==> config.mk <==
export PLATFORM = sky130hd
export DESIGN_NAME = hamming_encoder_tx
export DESIGN_NICKNAME = d
export VERILOG_FILES = /design/src/rtl/hamming_encoder_tx.sv
export SDC_FILE = /design/constraint.sdc
export NUM_CORES = 1
export LEC_CHECK = 0
export BUFFER_PORTS_ARGS = -buffer_cell sky130_fd_sc_hd__buf_4
export CAP_MARGIN = 20
export CORE_AREA = 2 2 69 71
export DETAILED_ROUTE_END_ITERATION = 8
export DIE_AREA = 0 0 71 73
export SETUP_SLACK_MARGIN = 0.02
export SLEW_MARGIN = 25
export SYNTH_ARGS = -nofsm -noshare
export SYNTH_HDL_FRONTEND = slang
export SYNTH_SLANG_ARGS = --single-unit
==> constraint.sdc <==
create_clock -name clk -period 5.9 [get_ports clk]
set_clock_uncertainty 0.2 [all_clocks]
set_input_delay 1.18 -clock clk [delete_from_list [all_inputs] [get_ports clk]]
set_output_delay 1.18 -clock clk [all_outputs]
set_load 0.03 [all_outputs]
==> src/rtl/hamming_encoder_tx.sv <==
// Hamming(7,4) encoder with an MSB-first serializer, each bit held DIV clocks.
// Define HAMMING_SECDED_EN to add an overall even-parity bit (8-bit codeword, sent first).
module hamming_encoder_tx #(
  parameter int DIV = 1,
`ifdef HAMMING_SECDED_EN
  localparam int N = 8
`else
  localparam int N = 7
`endif
) (
  input  logic         clk,
  input  logic         rst_n,
  input  logic [3:0]   din,
  input  logic         din_valid,
  output logic         din_ready,
  output logic [N-1:0] cw_out,
  output logic         cw_valid,
  output logic         sdo,
  output logic         sdo_en,
  output logic         frame_done
);

  localparam logic [7:0] DIV_M1   = 8'(DIV - 1);
  localparam logic [2:0] LAST_BIT = 3'(N - 1);

  typedef enum logic {IDLE, SHIFT} state_t;

  state_t     state;
  logic [7:0] div_cnt;
  logic [2:0] bit_cnt;
  logic [N-1:0] cw_next;

  function automatic logic [N-1:0] encode(input logic [3:0] d);
    logic [6:0] c;
    c = {d[3], d[2], d[1], d[1] ^ d[2] ^ d[3], d[0], d[0] ^ d[2] ^ d[3], d[0] ^ d[1] ^ d[3]};
`ifdef HAMMING_SECDED_EN
    return {^c, c};
`else
    return c;
`endif
  endfunction

  assign cw_next   = encode(din);
  assign din_ready = (state == IDLE);

  always_ff @(posedge clk or negedge rst_n) begin
    if (!rst_n) begin
      state      <= IDLE;
      div_cnt    <= '0;
      bit_cnt    <= '0;
      cw_out     <= '0;
      cw_valid   <= 1'b0;
      sdo        <= 1'b0;
      sdo_en     <= 1'b0;
      frame_done <= 1'b0;
    end else begin
      case (state)
        IDLE: begin
          frame_done <= 1'b0;
          if (din_valid) begin
            state    <= SHIFT;
            cw_out   <= cw_next;
            cw_valid <= 1'b1;
            sdo      <= cw_next[N-1];
            sdo_en   <= 1'b1;
            div_cnt  <= DIV_M1;
            bit_cnt  <= LAST_BIT;
          end
        end
        SHIFT: begin
          // frame_done is registered, so raise it one cycle ahead of bit 0's last clock
          frame_done <= ((bit_cnt == 3'd0) && (div_cnt == 8'd1)) ||
                        ((bit_cnt == 3'd1) && (div_cnt == 8'd0) && (DIV_M1 == 8'd0));
          if (div_cnt != 8'd0) begin
            div_cnt <= div_cnt - 8'd1;
          end else if (bit_cnt != 3'd0) begin
            div_cnt <= DIV_M1;
            bit_cnt <= bit_cnt - 3'd1;
            sdo     <= cw_out[bit_cnt - 3'd1];
          end else begin
            state      <= IDLE;
            cw_valid   <= 1'b0;
            sdo        <= 1'b0;
            sdo_en     <= 1'b0;
            frame_done <= 1'b0;
          end
        end
        default: state <= IDLE;
      endcase
    end
  end

endmodule

# Word level (Yosys, flattened, before mapping)
# Index checks and enable logic that the tools add are counted.
totals:
  ff_bits: 22
  inputBits: 7
  output_inout_bits: 12
  word_cells: 61
classes:
  n_addsub: 2
  order_cmp: 1
  n_eq_ne: 7
  n_mux: 25
  bitwise_logic: 7
  reduce_logical: 12
ops:
  columns: ["op", "count"]
  rows:
  - ["2-to-1 mux 8 bit", 3]
  - ["case mux 8 bit (2 select lines)", 1]
  - ["2-to-1 mux 1 bit", 12]
  - ["2-to-1 mux 3 bit", 3]
  - ["equality test 8 x 1 -> 1 bit (second input constant)", 1]
  - ["logical NOT 8 bit", 1]
  - ["case mux 1 bit (2 select lines)", 4]
  - ["nonzero test 8 bit", 1]
  - ["subtractor 8 x 1 -> 8 bit (second input constant)", 1]
  - ["inequality test 2 bit (second input constant)", 3]
  - ["case mux 3 bit (2 select lines)", 1]
  - ["AND reduction 2 bit", 3]
  - ["AND reduction 3 bit", 2]
  - ["bitwise XOR 1 bit", 6]
  - ["less-than comparator 3 x 4 -> 1 bit (second input constant)", 1]
  - ["binary-select mux 1 bit (select 3 bit)", 1]
  - ["equality test 3 x 1 -> 1 bit (second input constant)", 1]
  - ["logical NOT 3 bit", 1]
  - ["inequality test 3 x 1 -> 1 bit (second input constant)", 1]
  - ["nonzero test 3 bit", 1]
  - ["subtractor 3 x 1 -> 3 bit (second input constant)", 1]
  - ["logical AND 1 bit", 2]
  - ["inequality test 2 x 1 -> 1 bit (second input constant)", 1]
  - ["logical OR 1 bit", 1]
  - ["NOT 1 bit", 1]

# Logic depth before layout (Yosys ltp)
# Gate-level depths: netlist of run 1.
logic_depth:
  ltp_word: 6
  mapped_depth: 6
  mapped_depth_nobuf: 6

# Least setup slack after synthesis of run 1
# Ideal clock, no wire load.
synth_timing:
  path_kind: "input to register"
  from: "input din_valid"
  to: "register div_cnt[5]"
  setup_time_ps: 78
  arrival_ps: 2121
  slack_ps: 3502
  cell_stages: 4
  cell_sequence: "nor2_2 or4_1 or3_1 a21oi_1"
synth_via:
  elab_chain_len: 2
synth_rtl:
  columns: ["item", "line", "source"]
  rows:
  - ["start: declaration", "14", "input logic din_valid,"]
  - ["inequality test 2 bit (no line)", null, null]
  - ["AND reduction 2 bit (no line)", null, null]
  - ["end signal: assignment", "75", "div_cnt <= div_cnt - 8'd1;"]
  - ["end: declaration", "29", "logic [7:0] div_cnt;"]
# No other way between the ends.
# A chain may end at the register's enable or synchronous reset.

# Worst setup path after layout of run 1
layout_timing:
  from: "register state"
  to: "output din_ready"
layout_via:
  elab_chain_len: 1
layout_rtl:
  columns: ["item", "line", "source"]
  rows:
  - ["start: declaration", "28", "state_t state;"]
  - ["start signal: assignment", "48", "state <= IDLE;"]
  - ["start signal: assignment", "61", "state <= SHIFT;"]
  - ["start signal: assignment", "81", "state <= IDLE;"]
  - ["NOT 1 bit (no line)", null, null]
  - ["end: declaration", "15", "output logic din_ready,"]
# No other way between the ends.

==> results of run 1 <==
## worst max-delay path, delay by kind of cell, from the launching register on
kind | cells | cell delay [ns]
flops | 1 | 0.59
buf+inv | 2 | 0.29
## layer usage
| metal | global-route usage, % | vias up | routed length [um] |
|---|---|---|---|
| met5 | 0 | - | 0 |
| met4 | 6.29 | 0 | 58 |
| met3 | 1.66 | 4 | 67 |
| met2 | 19.0 | 15 | 1300 |
| met1 | 14.6 | 484 | 1230 |
| li1 | - | 510 | - |
## layout by cell type (no fill, tap or decap), types with 2 or more instances in the layout
master / Yosys / routed
nor3_1: 4 / 4
xor2_1: 2 / 2
nor4_1: 2 / 2
nor2_1: 4 / 4
nand3_1: 2 / 2
or3_1: 6 / 6
inv_1: 10 / 10
o21ai_0: 9 / 9
buf_4: 1 / 18
o211ai_1: 4 / 4
ha_1: 6 / 6
mux2i_1: 3 / 3
dfrtp_1: 22 / 22
o21ai_1: 4 / 4
clkbuf_8: 0 / 3
or2_2: 2 / 2
nand2_1: 10 / 10
xnor2_1: 4 / 4
mux2_2: 4 / 4
a21oi_1: 6 / 6
nand2b_1: 4 / 4
## flip-flops by register name (all words and copies together) (netlist names)
| signal | cells |
|---|---|
| frame_done | 1 |
| sdo_en | 1 |
| state | 1 |
| cw_out | 7 |
| div_cnt | 8 |
| sdo | 1 |
| bit_cnt | 3 |
## cell families after synthesis
family,Yosys count,synth area share [%]
compound gates,32,15.5
xor+xnor,6,4.06
fa+ha+maj,6,5.80
buf+inv,13,4.15
flops,22,42.5
mux,8,7.54
simple gates,44,20.5
## final timing paths
kind,start,to,slack [ns],cells past startpoint
max,state,din_ready,3.37,2
min,cw_out[1],cw_out[1],0.34,2
max reg2reg,div_cnt[3],div_cnt[4],3.84,4
min reg2reg,cw_out[1],cw_out[1],0.34,2
max in group asynchronous,rst_n,div_cnt[6],4.68,1
min in group asynchronous,rst_n,sdo_en,0.59,1
## through the flow
step	utilization [%]	instances	worst slack (ns)
floorplan	-	131	3.50
global placement	32.7	200	3.33
detailed placement	32.7	200	3.30
CTS	34.2	204	3.36
global route	34.2	204	3.29
finish	34.2	204	3.37
## area by class of cell
cell class,count,area (sq um)
Clock inverter,1,30.0
Sequential cell,22,551
Inverter,10,37.5
Fill cell,464,2980
Tap cell,54,67.6
Timing Repair Buffer,18,135
Clock buffer,3,41.3
Multi-Input combinational cell,96,691
## power by group
group          switching, mW  total [mW]  internal (mW)
Sequential            0.0673       0.281          0.214
Clock                 0.0510       0.142         0.0907
Combinational          0.225       0.406          0.181
==> run_results.csv, run 1 <==
group,metric,value,unit
status,status,"completed",
timing,max_freq,396,MHz
detailed_routing,vias,1013,
logic_synthesis,yosys-top-cells-count,"22 x dfrtp_1, 10 x inv_1, 10 x nand2_1",
timing,holdWs,0.335,ns
timing,finalCriticalPeriod,2.53,ns
job,drv_cap,0,
final_layout,layout.cell_area.non_filler,1550,sq um
global_route,antenna_found_initial,0,
power,power_density,534,nW/um^2
detailed_routing,finalWirelength,2660,um
power,power,829,uW
detailed_routing,drc_errors,0,
setup_path,path_max_fanout,13,
timing,rsz0062_at_grt,"false",
logic_synthesis,yosysWarnings,0,
floorplan,die_w,71,um
floorplan,fp-row-count,25,
place,hpwlAfterDp,1980,um
logic_synthesis,ys_async_sr_fraction,100,%
clock_network,cts_setup_buffers,0,
clock_network,clockRootBuffer,"clkbuf_8",
setup_path,required,4.52,ns
floorplan,die_h,73,um
clock_network,cts_sinks,22,
logic_synthesis,syn_nets,144,
detailed_routing,wl_per_cell,13.0,um
timing,worstMarginPinSlew,0.525,ns
timing,final-hold-violation-count,0,
detailed_routing,firstDrtPassIters,4,
clock_network,insertion_delay,0.27,ns
logic_synthesis,ys_seq_area_share,42.5,%
power,vdd_ir_drop_max,133,uV
setup_path,crit_arrival,1.15,ns
power,p_leak,0.690,nW
logic_synthesis,synth.most_common_cell,"dfrtp_1",
floorplan,ios,19,
logic_synthesis,ys_types,42,
final_layout,finalNetCount,164,
place,placedInstanceArea,1480,sq um
logic_synthesis,synthesis.area,1290,sq um
global_route,grt_use_total,11.5,%
final_layout,diodes,0,
logic_synthesis,synth-seq-cells,22,
logic_synthesis,synth_area_leaders,"dfrtp_1 43%, ha_1 5.8%, o21ai_0 3.5%",
clock_network,cts_tree,"done",
logic_synthesis,synth.avg_cell_area,9.89,sq um
floorplan,die_area,5180,sq um
logic_synthesis,synth-edff-count,0,
clock_network,clockBufferDepth,2,
logic_synthesis,ys.flop_type,"dfrtp_1",
detailed_routing,via_per_inst,4.97,
global_route,grt_max_degree,23,
floorplan,initial_core_util,28.6,%
timing,setup-violations-final,0,
setup_path,path_cells,"inv_1 -> buf_4",
logic_synthesis,synth_top_cell_area_share,42.5,%
timing,drv_slew,0,
setup_path,cp-end-kind,"output pin",
global_route,grt_first_pass_wirelength,4690,um
timing,slew_headroom,65.0,%
clock_network,ctsResizeCount,0,
clock_network,path_clk_slew,0.09,ns
logic_synthesis,synthCells,131,
hold_path,hp-class,"reg -> reg",
setup_path,slowest_stage,"dfrtp_1",
place,gp_congestion,0.790,
final_layout,drive_above_1_share,24.0,%
final_layout,area_growth,19.9,%
timing,finalCritPeriodShare,42.8,%
timing,timing.setup.tns,0,ns
logic_synthesis,yosysTopAreaCell,"dfrtp_1",
place,io_buffers,18,
floorplan,core_region_area,4540,sq um
setup_path,start_kind,"flop",
global_route,grt_pass1_vias,1016,
clock_network,h-tree-depth,1,
detailed_routing,antenna_left,0,
clock_network,cts_buffers,3,
setup_path,worstSetupPathType,"reg -> out",
setup_path,critPathMaxStageDelay,0.59,ns
clock_network,hold_buffers,0,
global_route,grt-ovfl-total,0,
detailed_routing,drtIter0Drc,56,
(Power assumes the default switching activity.)
==> run 2, diff against run 1 <==
--- a/config.mk
+++ b/config.mk
@@ -5,11 +5,12 @@
 export SDC_FILE = /design/constraint.sdc
 export NUM_CORES = 1
 export LEC_CHECK = 0
+export ABC_AREA = 1
 export BUFFER_PORTS_ARGS = -buffer_cell sky130_fd_sc_hd__buf_4
 export CAP_MARGIN = 20
-export CORE_AREA = 2 2 69 71
+export CORE_AREA = 2 2 70 72
 export DETAILED_ROUTE_END_ITERATION = 8
-export DIE_AREA = 0 0 71 73
+export DIE_AREA = 0 0 72 74
 export SETUP_SLACK_MARGIN = 0.02
 export SLEW_MARGIN = 25
 export SYNTH_ARGS = -nofsm -noshare
==> constraint.sdc (replaced) <==
create_clock -name clk -period 2.5 [get_ports clk]
set_clock_uncertainty 0.2 [all_clocks]
set_input_delay 0.5 -clock clk [delete_from_list [all_inputs] [get_ports clk]]
set_output_delay 0.5 -clock clk [all_outputs]
set_load 0.03 [all_outputs]
==> run 2 against run 1 <==
Largest cell class unchanged. Critical path depth grew 6. Via count grew 9.9%. Sequential share of layout area shrank 0.86 points. Synthesized cell count grew 32%. Power grew 81%. Setup slack lost 2.8 ns. Clock power grew 85%. Flip-flop and latch count is the same. Register-to-register slack lost 3.3 ns. Combinational power grew 66%. Non-clock buffer count grew 2. Cell area grew 2.5%.
==> run_results.csv, run 2 <==
group,metric,value,unit
logic_synthesis,ys.flop_type,"dfrtp_1",
power,p_leak,0.844,nW
logic_synthesis,ys_async_sr_fraction,100,%
floorplan,core_region_area,4600,sq um
global_route,antenna_found_initial,0,
power,comb_power_share,45.0,%
clock_network,cts_setup_buffers,0,
setup_path,cp-end-kind,"flop",
final_layout,diodes,0,
timing,setup-violations-final,0,
logic_synthesis,ys_seq_area_share,41.3,%
detailed_routing,drtIter0Drc,28,
job,drv_cap,0,
clock_network,clockBufferDepth,2,
global_route,grt_max_degree,23,
timing,drv_slew,0,
logic_synthesis,synth.most_common_cell,"nand2_1",
clock_network,path_clk_slew,0.09,ns
power,switching_share,43.1,%
clock_network,clockRootBuffer,"clkbuf_8",
timing,timing.setup.tns,0,ns
detailed_routing,vias,1113,
hold_path,hold_end,"cw_out[2]",
logic_synthesis,syn_nets,186,
logic_synthesis,ys_types,22,
floorplan,initial_core_util,29.0,%
detailed_routing,drc_errors,0,
detailed_routing,finalWirelength,2710,um
clock_network,cts_tree,"done",
detailed_routing,wl_per_cell,10.9,um
final_layout,largest_reg_flops,8,
logic_synthesis,synthCells,173,
timing,holdWs,0.271,ns
global_route,grt_use_total,11.5,%
final_layout,layout_common_cells,"49 x nand2_1, 31 x inv_1, 22 x dfrtp_1",
logic_synthesis,synth-seq-cells,22,
clock_network,ctsResizeCount,0,
timing,rsz0062_at_grt,"false",
setup_path,rr_startpoint,"bit_cnt[0]",
floorplan,die_w,72,um
place,gp_congestion,0.800,
detailed_routing,via_per_inst,4.49,
place,hpwlAfterDp,2110,um
setup_path,reg2reg_depth,8,
setup_path,worstSetupPathType,"reg -> reg",
setup_path,required,2.50,ns
final_layout,final_common_cell,"nand2_1",
final_layout,largest-register,"div_cnt",
timing,slew_headroom,59.6,%
hold_path,hp-class,"in -> reg",
global_route,grt_first_pass_wirelength,4940,um
setup_path,timing.rr.end,"div_cnt[1]",
timing,final-hold-violation-count,0,
power,power,1.50,mW
clock_network,cts_sinks,22,
setup_path,critPathMaxStageDelay,0.45,ns
global_route,grt-ovfl-total,0,
final_layout,reg_top3,"div_cnt (8), cw_out (7), bit_cnt (3)",
status,status,"completed",
global_route,grt_pass1_vias,1138,
detailed_routing,antenna_left,0,
floorplan,die_h,74,um
timing,finalCriticalPeriod,1.97,ns
hold_path,whs_path_depth,3,
logic_synthesis,synthesis.area,1330,sq um
power,p_sw,645,uW
place,placedInstanceArea,1530,sq um
clock_network,cts_buffers,3,
floorplan,fp-row-count,25,
setup_path,path_cells,"inv_1 -> ha_1 -> inv_1 -> nor2_1 -> nand2_2 -> o22ai_4 -> nand2_1 -> nand2_1",
logic_synthesis,yosys-top-cells-count,"49 x nand2_1, 31 x inv_1, 22 x dfrtp_1",
timing,max_freq,506,MHz
logic_synthesis,synth-edff-count,0,
timing,worstMarginPinSlew,0.602,ns
setup_path,path_max_fanout,9,
floorplan,ios,19,
final_layout,finalNetCount,208,
power,vdd_ir_drop_max,453,uV
final_layout,finalNonFillerCells,248,
clock_network,h-tree-depth,1,
power,internal_power,852,uW
place,dp.cells,243,
setup_path,slowest_stage,"dfrtp_1",
hold_path,holdCritStartpoint,"din[0]",
logic_synthesis,yosysTopAreaCell,"dfrtp_1",
place,io_buffers,18,
logic_synthesis,yosysWarnings,0,
setup_path,start_kind,"flop",
power,power_frac_seq,37.5,%
logic_synthesis,synth.avg_cell_area,7.71,sq um
logic_synthesis,synth_top_cell_area_share,41.3,%
logic_synthesis,synth_area_leaders,"dfrtp_1 41%, nand2_1 14%, inv_1 8.7%",
setup_path,crit_arrival,1.98,ns
floorplan,die_area,5330,sq um
final_layout,area_growth,19.3,%
setup_path,reg2reg_slack,0.53,ns
power,power_density,941,nW/um^2
power,clkPwrFrac,17.5,%
final_layout,drive_above_1_share,18.6,%
final_layout,layout.cell_area.non_filler,1590,sq um
clock_network,insertion_delay,0.26,ns
clock_network,hold_buffers,1,
detailed_routing,firstDrtPassIters,4,
timing,finalCritPeriodShare,79.0,%
==> run 2: metrics by stage <==
stage | util [%] | setup WS, ns
2_1_floorplan | - | 0.788
3_3_place_gp | 33.2 | 0.624
3_5_place_dp | 33.2 | 0.517
4_1_cts | 34.6 | 0.499
5_1_grt | 34.6 | 0.310
6_report | 34.6 | 0.525
==> run 2: cells by family after synthesis <==
logic type | after synthesis | synth area share [%]
buffers and inverters | 36 | 10.6
AOI/OAI and AO/OA | 14 | 7.22
adders and majority gates | 6 | 5.63
and+or+nand+nor | 91 | 32.6
DFF | 22 | 41.3
xor gates and xnor gates | 4 | 2.63
==> run 2: how the worst max path moves through the flow <==
stage                     startpoint          to  cells after the start
after global placement    bit_cnt[0]  div_cnt[3]                      8
after floorplan           bit_cnt[0]  div_cnt[5]                      8
after CTS                 bit_cnt[0]  div_cnt[1]                      8
after global routing      bit_cnt[0]  div_cnt[6]                      8
after detailed placement  bit_cnt[0]  div_cnt[1]                      8
final                     bit_cnt[0]  div_cnt[1]                      8
==> run 2: layout make-up <==
cell class / count / area (sq um)
timing repair buffer: 20 / 153
clock buffer: 4 / 55.1
sequential: 22 / 551
fill: 484 / 3010
inverter: 33 / 124
multi-input combinational: 115 / 642
tap: 54 / 67.6
==> run 2: worst max-delay path: cells and delay by family (launching register included) <==
family | cells | cell delay [ns]
compound gates | 1 | 0.28
fa+ha+maj | 1 | 0.18
buf+inv | 2 | 0.23
flops | 1 | 0.45
simple gates | 4 | 0.56
==> run 2: power by group through the flow <==
stage	sequential, mW	combinational, mW	clock, mW
floorplan	0.599	0.476	0
global placement	0.566	0.665	0
detailed placement	0.567	0.681	0
CTS	0.562	0.683	0.268
global route	0.584	0.784	0.279
finish	0.561	0.673	0.262
==> run 2: per-layer routing <==
| layer | track usage [%] | wire [um] | up-vias |
|---|---|---|---|
| li1 | - | - | 589 |
| met3 | 1.36 | 71 | 4 |
| met1 | 14.5 | 1270 | 503 |
| met2 | 20.2 | 1320 | 17 |
| met5 | 0 | 0 | - |
| met4 | 4.82 | 42 | 0 |
